### src/rtl/mult4_pkg.sv
// Shared definitions for the 4x4 shift-and-add multiplier.
package mult4_pkg;

  localparam int WIDTH  = 4;
  localparam int STEPS  = 4;
  localparam int PWIDTH = 8;

  // Counter value of the final RUN step.
  localparam logic [1:0] LAST_STEP = 2'(STEPS - 1);

  typedef enum logic [1:0] {
    IDLE = 2'd0,
    RUN  = 2'd1,
    FIN  = 2'd2
  } state_e;

endpackage

### src/rtl/RipAdder4.sv
// 4-bit ripple-carry adder stage built from full-adder cells.
module RipAdder4 (
  input  logic [3:0] A,
  input  logic [3:0] B,
  input  logic       CIN,
  output logic [3:0] SUM,
  output logic       COUT
);

  logic [4:0] carry_w;

  assign carry_w[0] = CIN;

  // Full-adder cells; carry ripples from bit 0 upward.
  for (genvar i = 0; i < 4; i++) begin : g_fa
    assign SUM[i]       = A[i] ^ B[i] ^ carry_w[i];
    assign carry_w[i+1] = (A[i] & B[i]) | (carry_w[i] & (A[i] ^ B[i]));
  end

  assign COUT = carry_w[4];

endmodule

### src/rtl/mult4_shift_add.sv
// Sequential 4x4 unsigned shift-and-add multiplier around RipAdder4.
//
// Handshake: START is sampled only when BUSY=0 (IDLE or FIN). An accepted
// START latches A/B on that edge; BUSY is high for the four RUN steps and
// DONE pulses for exactly one cycle (the FIN cycle) when P has just been
// updated. START while BUSY=1 is ignored, never queued.
module mult4_shift_add
  import mult4_pkg::*;
(
  input  logic         CLK,
  input  logic         RST,
  input  logic         START,
  input  logic [3:0]   A,
  input  logic [3:0]   B,
  output logic [7:0]   P,
  output logic         BUSY,
  output logic         DONE,
  output state_e       DBG_STATE
);

  state_e      state_q, state_d;
  logic [3:0]  m_q, m_d;
  logic [3:0]  acc_q, acc_d;
  logic [3:0]  q_q, q_d;
  logic [1:0]  cnt_q, cnt_d;
  logic [7:0]  p_q, p_d;

  logic [3:0]  sum_w;
  logic        cout_w;
  logic        step_c;
  logic [3:0]  step_s;
  logic [7:0]  step_w;

  // The only arithmetic in the datapath: ACC + M.
  RipAdder4 u_adder (
    .A    (acc_q),
    .B    (m_q),
    .CIN  (1'b0),
    .SUM  (sum_w),
    .COUT (cout_w)
  );

  // Next-state, step datapath and operand loading.
  always_comb begin
    state_d = state_q;
    m_d     = m_q;
    acc_d   = acc_q;
    q_d     = q_q;
    cnt_d   = cnt_q;
    p_d     = p_q;

    // Add M only when the current multiplier bit is set.
    step_c = 1'b0;
    step_s = acc_q;
    if (q_q[0]) begin
      step_c = cout_w;
      step_s = sum_w;
    end
    // Right shift of {C, S, Q}; the dropped bit is Q[0].
    step_w = {step_c, step_s, q_q[3:1]};

    unique case (state_q)
      IDLE: begin
        if (START) begin
          m_d     = A;
          q_d     = B;
          acc_d   = '0;
          cnt_d   = '0;
          state_d = RUN;
        end
      end
      RUN: begin
        acc_d = step_w[7:4];
        q_d   = step_w[3:0];
        cnt_d = cnt_q + 2'd1;
        if (cnt_q == LAST_STEP) begin
          p_d     = step_w;
          state_d = FIN;
        end
      end
      FIN: begin
        if (START) begin
          m_d     = A;
          q_d     = B;
          acc_d   = '0;
          cnt_d   = '0;
          state_d = RUN;
        end else begin
          state_d = IDLE;
        end
      end
      default: state_d = IDLE;
    endcase
  end

  // State and datapath registers with synchronous reset.
  always_ff @(posedge CLK) begin
    if (RST) begin
      state_q <= IDLE;
      m_q     <= '0;
      acc_q   <= '0;
      q_q     <= '0;
      cnt_q   <= '0;
      p_q     <= '0;
    end else begin
      state_q <= state_d;
      m_q     <= m_d;
      acc_q   <= acc_d;
      q_q     <= q_d;
      cnt_q   <= cnt_d;
      p_q     <= p_d;
    end
  end

  assign P         = p_q;
  assign BUSY      = (state_q == RUN);
  assign DONE      = (state_q == FIN);
  assign DBG_STATE = state_q;

endmodule

### config.mk
export PLATFORM = sky130hd
export DESIGN_NAME = mult4_shift_add
export DESIGN_NICKNAME = d
export VERILOG_FILES = /design/src/rtl/mult4_pkg.sv /design/src/rtl/RipAdder4.sv /design/src/rtl/mult4_shift_add.sv
export SDC_FILE = /design/constraint.sdc
export NUM_CORES = 1
export LEC_CHECK = 0
export BUFFER_PORTS_ARGS = -buffer_cell sky130_fd_sc_hd__buf_2
export CORE_UTILIZATION = 47
export CTS_CLUSTER_DIAMETER = 100
export CTS_CLUSTER_SIZE = 12
export DETAILED_ROUTE_END_ITERATION = 6
export GPL_ROUTABILITY_DRIVEN = 1
export PLACE_DENSITY_LB_ADDON = 0.12
export SYNTH_ARGS = -nofsm -noshare
export SYNTH_HDL_FRONTEND = slang
export SYNTH_SLANG_ARGS = --single-unit
### constraint.sdc
create_clock -name CLK -period 2 [get_ports CLK]
set_input_delay 0.4 -clock CLK [delete_from_list [all_inputs] [get_ports CLK]]
set_output_delay 0.4 -clock CLK [all_outputs]
set_load 0.005 [all_outputs]
Word-level counts from Yosys, hierarchy flattened --
Index checks and enable logic that the tools add are counted.
Cells by class: multiply operators 0, add/subtract/negate cells 1, $lt $le $gt $ge 0, div/mod/pow operators 0, shift operators 0, reduce and logical (&&, ||, !) cells 7, bitwise operators 17, muxes and demuxes 12, equality and inequality tests 6
Operators by type and width (count):
- 4-bit one-hot mux with 2 select lines | 2
- 4-bit two-way mux | 3
- 2-bit AND reduction | 4
- 1-bit bitwise AND | 7
- 1-bit XOR | 7
- 2-bit two-way mux | 3
- 2-bit one-hot mux with 3 select lines | 1
- 2-bit equality test, second input constant | 2
- 2-bit by 1-bit != test with 1-bit output, second input constant | 2
- 2-bit one-hot mux with 2 select lines | 1
- 1-bit OR | 3
- 2-bit by 1-bit adder with 2-bit output, second input constant | 1
- 2-bit by 1-bit equality test with 1-bit output, second input constant | 1
- 2-bit logical NOT | 1
- 1-bit two-way mux | 2
- 2-bit != test, second input constant | 1
- 2-bit nonzero test | 1
- 2-bit OR reduction | 1
Word-level totals: memories 0, register bits after elaboration 24, output and inout bits 12, memory bits (read-only) 0, logic and storage cells 49, latch bits 0, input port bits 11, memory bits (writable) 0

Longest topological paths before layout --
Gate-level depths: netlist (run 1).
word-level depth 9, gate-level depth with buffers 7, depth with buffers taken out 7

Modules after synthesis --
Synthesis (run 1) repeated with hierarchy kept, for this count alone.
Second synthesis, totals: cell total of the unflattened synthesis 125, area total of the unflattened synthesis 1128.6 µm²
Modules (own cells, without submodules):
- mult4_shift_add | instances 1, seq. area each 480.5 µm², cells an instance 111, area an instance 1011.0 µm²
- RipAdder4 | instances 1, seq. area each 0.0 µm², cells an instance 14, area an instance 117.6 µm²

Worst setup path after synthesis (run 1) --
No wires, ideal clock.
kind reg2reg, from reg m_q[0], to reg acc_q[2], cell stages (with the launch flop) 8, path buffers 0, arrival time 2.068 ns, clock period less this slack 2.183 ns, path slack -0.183 ns, path through dfxtp_1 > ha_1 > fa_1 > fa_1 > fa_1 > mux2i_1 > nor2_1 > o21ba_1
Between the ends: word-level cells in the longest chain between the ends 8
Ends and longest elaborated chain:
- start: declaration | RTL line mult4_shift_add.sv:22 | logic [3:0] m_q, m_d;
- start signal: assignment | RTL line mult4_shift_add.sv:107 | m_q <= m_d;
- 1-bit bitwise AND (2 in series) | RTL line RipAdder4.sv:17 | assign carry_w[i+1] = (A[i] & B[i]) | (carry_w[i] & (A[i] ^ B[i]));
- 1-bit OR | RTL line RipAdder4.sv:17
- 1-bit bitwise AND | RTL line RipAdder4.sv:17
- 1-bit OR | RTL line RipAdder4.sv:17
- 1-bit XOR | RTL line RipAdder4.sv:16 | assign SUM[i] = A[i] ^ B[i] ^ carry_w[i];
- 4-bit two-way mux | RTL line mult4_shift_add.sv:55 | if (q_q[0]) begin
- 4-bit one-hot mux with 2 select lines | RTL line mult4_shift_add.sv:62 | unique case (state_q)
- end signal: assignment | RTL line mult4_shift_add.sv:101 | acc_q <= '0;
- end signal: assignment | RTL line mult4_shift_add.sv:108 | acc_q <= acc_d;
- end: declaration | RTL line mult4_shift_add.sv:23 | logic [3:0] acc_q, acc_d;
No other way between the ends. A chain may end at the register's enable or synchronous reset.

Final worst setup path (run 1) --
from reg acc_q[0], to reg acc_q[2]
Between the ends: word-level cells in the longest chain between the ends 8
Ends and longest elaborated chain (RTL line):
- 1-bit bitwise AND (2 in series) | RipAdder4.sv:17
- 1-bit OR | RipAdder4.sv:17
- 1-bit bitwise AND | RipAdder4.sv:17
- 1-bit OR | RipAdder4.sv:17
- 1-bit XOR | RipAdder4.sv:16
- 4-bit two-way mux | mult4_shift_add.sv:55
- 4-bit one-hot mux with 2 select lines | mult4_shift_add.sv:62
No other way between the ends.

==> key figures, run 1 <==
Floorplanning
  – DIE HEIGHT: 50.2 um
  – Initial Utilization: 49.8%
  – Core Region: 0.00219 mm^2
  – Die ar.: 0.00252 mm^2
  – Num ports: 23
  – Row count: 17
  – Die X: 50.2 um

CTS
  – CTS Sinks: 24
  – # H-tree levels: 1
  – Maximum clock path buffer count: 2
  – Clk slew on worst S/H paths: 0.13 ns
  – CTS Buf Count: 3
  – Post-CTS Hold Buffers: 0
  – Worst-Skew Late Latency: 0.31 ns
  – CTS root buf: clkbuf_4
  – CTS tree: yes

Synth
  – Yosys top cell by area: dfxtp_1
  – Mapped Avg Cell Area: 9.57 um^2
  – Warning count from the yosys run: 0
  – Compound-cell area share of the yosys netlist: 16.7%
  – FF+latch count, synth: 24
  – Synthesized cell area: 0.00109 mm^2
  – Mapped Cells: 114
  – Register area share after synthesis: 44.0%
  – Share of the synthesized area in the top cell type: 44.0%
  – Main combinational cell family by area after synthesis: simple AND/OR/NAND/NOR gates
  – Area contributors post-synth: dfxtp_1 44%, mux2i_1 6.4%, nand2_1 5.8%
  – Synth cell types: 26
  – Synth Net Count: 130
  – Post-synthesis simple-gate area fraction: 20.0%
  – Post-synthesis mux area share: 6.42%
  – XOR/XNOR Fraction of Synth Area: 0%
  – Adder-cell share of the synthesized area: 7.80%

Timing
  – Slew headroom: 55.1%
  – Worst-Margin Slew: 0.672 ns
  – Fin crit period: 2.15 ns
  – RSZ-0062 raised after global routing: yes
  – Fmax: 465 MHz
  – Final hold violation count: 0
  – Clock skew: 0.00412 ns
  – Final setup fails: 2
  – Crit share post-route: 108%
  – Setup slack after layout: -0.151 ns
  – Final Max Tran Viols: 0

Detailed routing
  – Wire per inst: 13.7 um
  – Routed Antenna Nets: 0
  – Via count: 875
  – Remaining DRCs: 0
  – DRT iter0 DRCs: 7
  – Total iterations of the first detailed-routing run: 4
  – DR vias/cell: 5.40
  – Total wire length: 2220 um

Placement
  – Placed cell count: 159
  – Buffers added on ports: 22
  – Routability Congestion: 0.758
  – Pre-CTS WS: -0.157 ns
  – Hpwl dp: 1570 um

Final layout
  – Non-Filler Instances: 162
  – Layout cells sized above 1: 29.9%
  – Final net count: 152
  – # diodes: 0
  – P&R area growth vs syn: 14.9%
  – Fill cell count: 210

GRT
  – Grt total ovfl: 0
  – GRT Overall Usage: 20.1%
  – First-pass GRT wire length: 3770 um
  – Vias in the first global route: 824
  – Initial antenna violation count: 0
  – Pin count of the biggest net entering global routing: 25

Power
  – Power per cell area: 667 mW/mm^2
  – Worst vdd ir: 349 uV
  – Static Leak: 0.545 nW

Run
  – Max cap viols: 0

Critical path
  – Startpoint Class: register
  – WP data arrival: 2.37 ns
  – CP required: 2.22 ns
  – CP Max Fanout: 2
  – Kind of end point of the critical path: register
  – Crit path kind: reg -> reg

Outcome
  – Status: finished, violations left
  – Failing checks: setup timing

Worst hold path
  – Min-Delay Path Class: in -> reg
## path summary, 6_finish.rpt
check                start  endpoint  slack (ns)  cells past startpoint
hold / removal        A[3]    m_q[3]        0.31                      3
setup / recovery  acc_q[0]  acc_q[2]       -0.15                      7
setup reg to reg  acc_q[0]  acc_q[2]       -0.15                      7
hold reg to reg       P[0]      P[0]        0.46                      2
## power breakdown
part	internal (mW)	leakage, nW	switching, mW
clock	0.0703	0.0138	0.141
sequential	0.497	0.196	0.0242
combinational	0.0467	0.335	0.0564
## placed cells by master, fill, tap and decap left out, types with 3 or more instances in the layout
master / n
dfxtp_1: 22
buf_2: 22
nand2_1: 17
a21oi_1: 11
nor2_1: 9
mux2i_1: 6
nand3_1: 5
a211oi_1: 5
nor3_1: 4
and3_1: 3
o21ba_1: 3
clkbuf_4: 3
buf_4: 3
## per-layer routing
metal / global-route usage (%) / vias to the layer above / share of wire [%]
met4: 11.4 / 0 / 1.4
met2: 30.7 / 18 / 46
met1: 26.9 / 417 / 49
met3: 3.03 / 4 / 3.2
met5: 0 / - / 0
li1: - / 436 / -
## cell families (layout without fill, tap and decap cells)
| logic type | after synthesis | in the layout |
|---|---|---|
| and+or+nand+nor | 46 | 46 |
| buffers and inverters | 9 | 29 |
| AOI/OAI and AO/OA | 23 | 23 |
| DFF | 24 | 24 |
| adders and majority gates | 5 | 5 |
| muxes | 7 | 7 |
## Yosys cell counts (all sizes together)
library cell  count
nand3b            1
nor3              4
nand3             5
a2111oi           1
clkbuf            2
a21oi            11
nand2            17
nand2b            3
buf               6
and3              3
dfxtp            24
and3b             1
nor2             10
o21ba             3
a211oi            7
nor2b             2
ha                2
inv               1
mux2i             7
fa                3
o21a              1
## sequential cells by signal, indices dropped and copies added, names as in the netlist
signal     flops
P              8
acc_q          4
m_q            4
q_q            4
DBG_STATE      2
cnt_q          2
## what timing repair did
item / 4_1_cts / 5_1_grt
buffers inserted: 0 / 0
endpoints found under the setup margin: 2 / 2
gates resized for setup: 4 / 1
## per-stage QoR
| step | hold slack (ns) | utilization, % | total power, mW | cell area, um^2 | TNS, ns |
|---|---|---|---|---|---|
| 2_1_floorplan | 0.441 | - | 0.604 | 1100 | -0.102 |
| 6_report | 0.309 | 57.2 | 0.836 | 1250 | -0.293 |
| 3_3_place_gp | 0.439 | 55.3 | 0.628 | 1210 | -0.209 |
| 5_1_grt | 0.324 | 57.2 | 0.871 | 1250 | -0.417 |
| 4_1_cts | 0.304 | 57.1 | 0.844 | 1250 | -0.309 |
| 3_5_place_dp | 0.448 | 55.3 | 0.632 | 1210 | -0.305 |
## final cells by class
| class | instances | area (um^2) | share of cell area, % |
|---|---|---|---|
| Inverter | 1 | 3.75 | 0.299 |
| Timing Repair Buffer | 25 | 133 | 10.6 |
| Tap cell | 28 | 35.0 | 2.79 |
| Multi-Input combinational cell | 81 | 577 | 46.0 |
| Clock buffer | 3 | 22.5 | 1.80 |
| Sequential cell | 24 | 483 | 38.5 |
## critical path, cell delays in order, from the launching register on
cell and delay [ns]:
dfxtp_2 0.36, ha_4 0.15, fa_2 0.33, fa_2 0.34, fa_1 0.45, mux2i_2 0.20, nor2_1 0.07, o21ba_1 0.16
(Power assumes the default switching activity.)
==> run 2, diff against run 1 <==
- SYNTH_HIERARCHICAL: default -> 1
==> run 2 against run 1 <==
Compared with the run above:
- the run still ends with setup timing left
- die area increased by 3.3%
- non-clock buffer count increased by 1
- sequential share of layout area decreased by 1.8 points
- design area increased by 4.8%
- routed wire length decreased by 4.7%
- cell count increased by 8.6%
- core utilization increased by 1.6 points
- worst hold slack got worse by 0.0055 ns
- combinational power increased by 4%
- largest cell class unchanged
==> key figures, run 2 <==
Timing
  – Fin crit period: 2.21 ns (+0.0565 ns)
  – Clock skew: 0.00328 ns (-0.000846 ns)
  – Final Max Tran Viols: 0 (unchanged)
  – Setup slack after layout: -0.207 ns (-0.0565 ns)
  – Setup TNS: -0.390 ns (-0.0964 ns)
  – Final setup fails: 2 (unchanged)
  – RSZ-0062 raised after global routing: yes
  – Fmax: 453 MHz (-2.6%)
  – Final hold violation count: 0 (unchanged)
  – Crit share post-route: 110% (+2.8 points)

Critical path
  – Crit path max-delay cell type: fa_1
  – CP required: 2.23 ns (about the same)
  – CP Max Fanout: 2 (unchanged)
  – Kind of end point of the critical path: register
  – WP data arrival: 2.43 ns (+0.06 ns)
  – Crit-path cells: fa_2 > inv_2 > fa_2 > inv_2 > fa_2 > inv_2 > fa_1 > inv_1 > mux2i_2 > nor2_1 > o21ba_1
  – Crit-path max cell delay: 0.47 ns (+0.02 ns)
  – Crit path kind: reg -> reg
  – Startpoint Class: register

Synth
  – Synth Net Count: 141 (+8.5%)
  – FF+latch count, synth: 24 (unchanged)
  – EDFF count, synth: 0 (unchanged)
  – Ys flop type: dfxtp_1
  – Yosys top cell by area: dfxtp_1
  – Mapped Cells: 125 (+9.6%)
  – Share of the synthesized area in the top cell type: 42.6% (-1.5 points)
  – Warning count from the yosys run: 6 (+6)
  – FFs w/ async S/R, synth: 0% (unchanged)
  – Register area share after synthesis: 42.6% (-1.5 points)
  – Mapped Avg Cell Area: 9.03 um^2 (-5.7%)
  – Synthesized cell area: 0.00113 mm^2 (+3.4%)
  – Synth cell types: 30 (+15%)
  – Area contributors post-synth: dfxtp_1 43%, fa_1 7.1%, mux2i_1 6.2%
  – Top-count cell post-synth: dfxtp_1
  – Synth top cells by count: 24 x dfxtp_1, 18 x nand2_1, 11 x a21oi_1

CTS
  – Worst-Skew Late Latency: 0.31 ns (about the same)
  – Clk slew on worst S/H paths: 0.13 ns (about the same)
  – CTS Sinks: 24 (unchanged)
  – Maximum clock path buffer count: 2 (unchanged)
  – CTS root buf: clkbuf_4
  – # H-tree levels: 1 (unchanged)
  – Post-CTS Hold Buffers: 0 (unchanged)
  – CTS Buf Count: 3 (unchanged)
  – CTS tree: yes

Placement
  – Buffers added on ports: 22 (unchanged)
  – Hpwl dp: 1520 um (-3.4%)
  – Routability Congestion: 0.703 (-7.2%)

Power
  – Power Internal: 0.658 mW (+7.2%)
  – Seq pwr share: 58.9% (-3.5 points)
  – Sw Share: 25.4% (-1.1 points)
  – Power per cell area: 672 mW/mm^2 (+0.79%)
  – Clk network pwr share: 29.0% (+3.7 points)
  – Net Sw Power: 0.224 mW (+1.2%)
  – Logic pwr share: 12.1% (-0.2 points)
  – Static Leak: 0.567 nW (+4.1%)
  – Worst vdd ir: 346 uV (-1.0%)

Final layout
  – Final net count: 165 (+8.6%)
  – Layout cells sized above 1: 31.8% (+1.9 points)
  – Most frequent cells in the layout: 22 x dfxtp_1, 22 x buf_2, 18 x nand2_1
  – # diodes: 0 (unchanged)
  – Largest register FFs: 8 (unchanged)
  – Area taken by multi-input logic gates: 578 um^2 (+0.22%)
  – Register area: 483 um^2 (unchanged)
  – P&R area growth vs syn: 16.4%
  – Final core utilization: 58.8% (+1.6 points)
  – Fill cell count: 220 (+4.8%)

Outcome
  – Failing checks: setup timing
  – Status: finished, violations left

Detailed routing
  – Total wire length: 2120 um (-4.7%)
  – DR vias/cell: 5.03 (-6.9%)
  – Total iterations of the first detailed-routing run: 4 (unchanged)
  – Wire per inst: 12.0 um (-12%)
  – Remaining DRCs: 0 (unchanged)
  – DRT iter0 DRCs: 10 (+3)
  – Routed Antenna Nets: 0 (unchanged)
  – Via count: 885 (+1.1%)

GRT
  – Grt total ovfl: 0 (unchanged)
  – Initial antenna violation count: 0 (unchanged)
  – GRT Overall Usage: 18.6% (-1.5 points)
  – First-pass GRT wire length: 3590 um (-4.9%)
  – Vias in the first global route: 830 (+0.73%)
  – Pin count of the biggest net entering global routing: 25 (unchanged)

Floorplanning
  – Die ar.: 0.00260 mm^2 (+3.3%)
  – Row count: 17 (unchanged)
  – Core Region: 0.00223 mm^2 (+1.9%)
  – Initial Utilization: 50.5% (+0.73 points)
  – Die X: 51 um (+1.6%)
  – DIE HEIGHT: 51 um (+1.6%)
  – Num ports: 23 (unchanged)

Worst hold path
  – Min-Delay Path Class: in -> reg

Run
  – Max cap viols: 0 (unchanged)
==> run 2: worst paths after layout <==
kind           from       end  slack, ns  cells after the start
max reg2reg  m_q[0]  acc_q[2]      -0.21                     11
min reg2reg    P[2]      P[2]       0.46                      2
max          m_q[0]  acc_q[2]      -0.21                     11
min            A[2]    m_q[2]       0.30                      3
==> run 2: routing by layer <==
| metal | part of all wire, % | GRT usage (%) | routed length [um] |
|---|---|---|---|
| met1 | 49 | 23.4 | 1040 |
| met2 | 47 | 30.7 | 997 |
| met3 | 2.8 | 3.57 | 60 |
| met4 | 0.80 | 8.33 | 17 |
| met5 | 0 | 0 | 0 |
==> run 2: timing repair <==
action / in CTS / in global routing
hold endpoints to repair: 0 / 0
buffers inserted: 1 / 0
setup endpoints to repair: 2 / 6
gates resized for setup: 5 / 2
pin swaps: 1 / 2
==> run 2: cells by family (layout without fill, tap and decap cells) <==
| family | Yosys count | count (layout) | synth area share, % |
|---|---|---|---|
| compound gates | 24 | 24 | 15.0 |
| fa+ha+maj | 5 | 5 | 8.20 |
| buf+inv | 18 | 41 | 7.54 |
| flops | 24 | 24 | 42.6 |
| mux | 8 | 8 | 7.21 |
| other cells | 1 | 1 | 0.332 |
| simple gates | 45 | 45 | 19.2 |
==> run 2: worst max-delay path: cells and delay by family, from the launching register on <==
kind                     cells  cell delay, ns
AO/OA/AOI/OAI                1            0.16
adder cells (fa/ha/maj)      4            1.16
AND/OR/NAND/NOR              1            0.06
flip-flops                   1            0.37
multiplexers                 1            0.19
buffers and inverters        4            0.18
==> run 2: metrics by stage <==
step	power [mW]	setup slack, ns	area (um^2)	instances	hold slack [ns]
after global placement	0.633	-0.186	1260	171	0.442
after CTS	0.894	-0.232	1310	176	0.292
after detailed placement	0.636	-0.256	1260	171	0.451
after global routing	0.925	-0.321	1310	176	0.290
after floorplan	0.605	-0.137	1130	125	0.436
final	0.883	-0.207	1310	176	0.304
==> run 2: cell type report <==
cell class,count,share of cell area (%)
well taps,28,2.67
repair buffers,26,10.7
multi-input cells,83,44.0
flip-flops and latches,24,36.8
clock buffers,4,2.76
inverters,11,3.14
==> run 2: power groups by stage <==
stage	logic [mW]	clock network, mW	registers, mW
after floorplan	0.0878	0	0.517
after global placement	0.103	0	0.530
after detailed placement	0.105	0	0.530
after CTS	0.107	0.266	0.520
after global routing	0.119	0.282	0.524
final	0.107	0.256	0.520
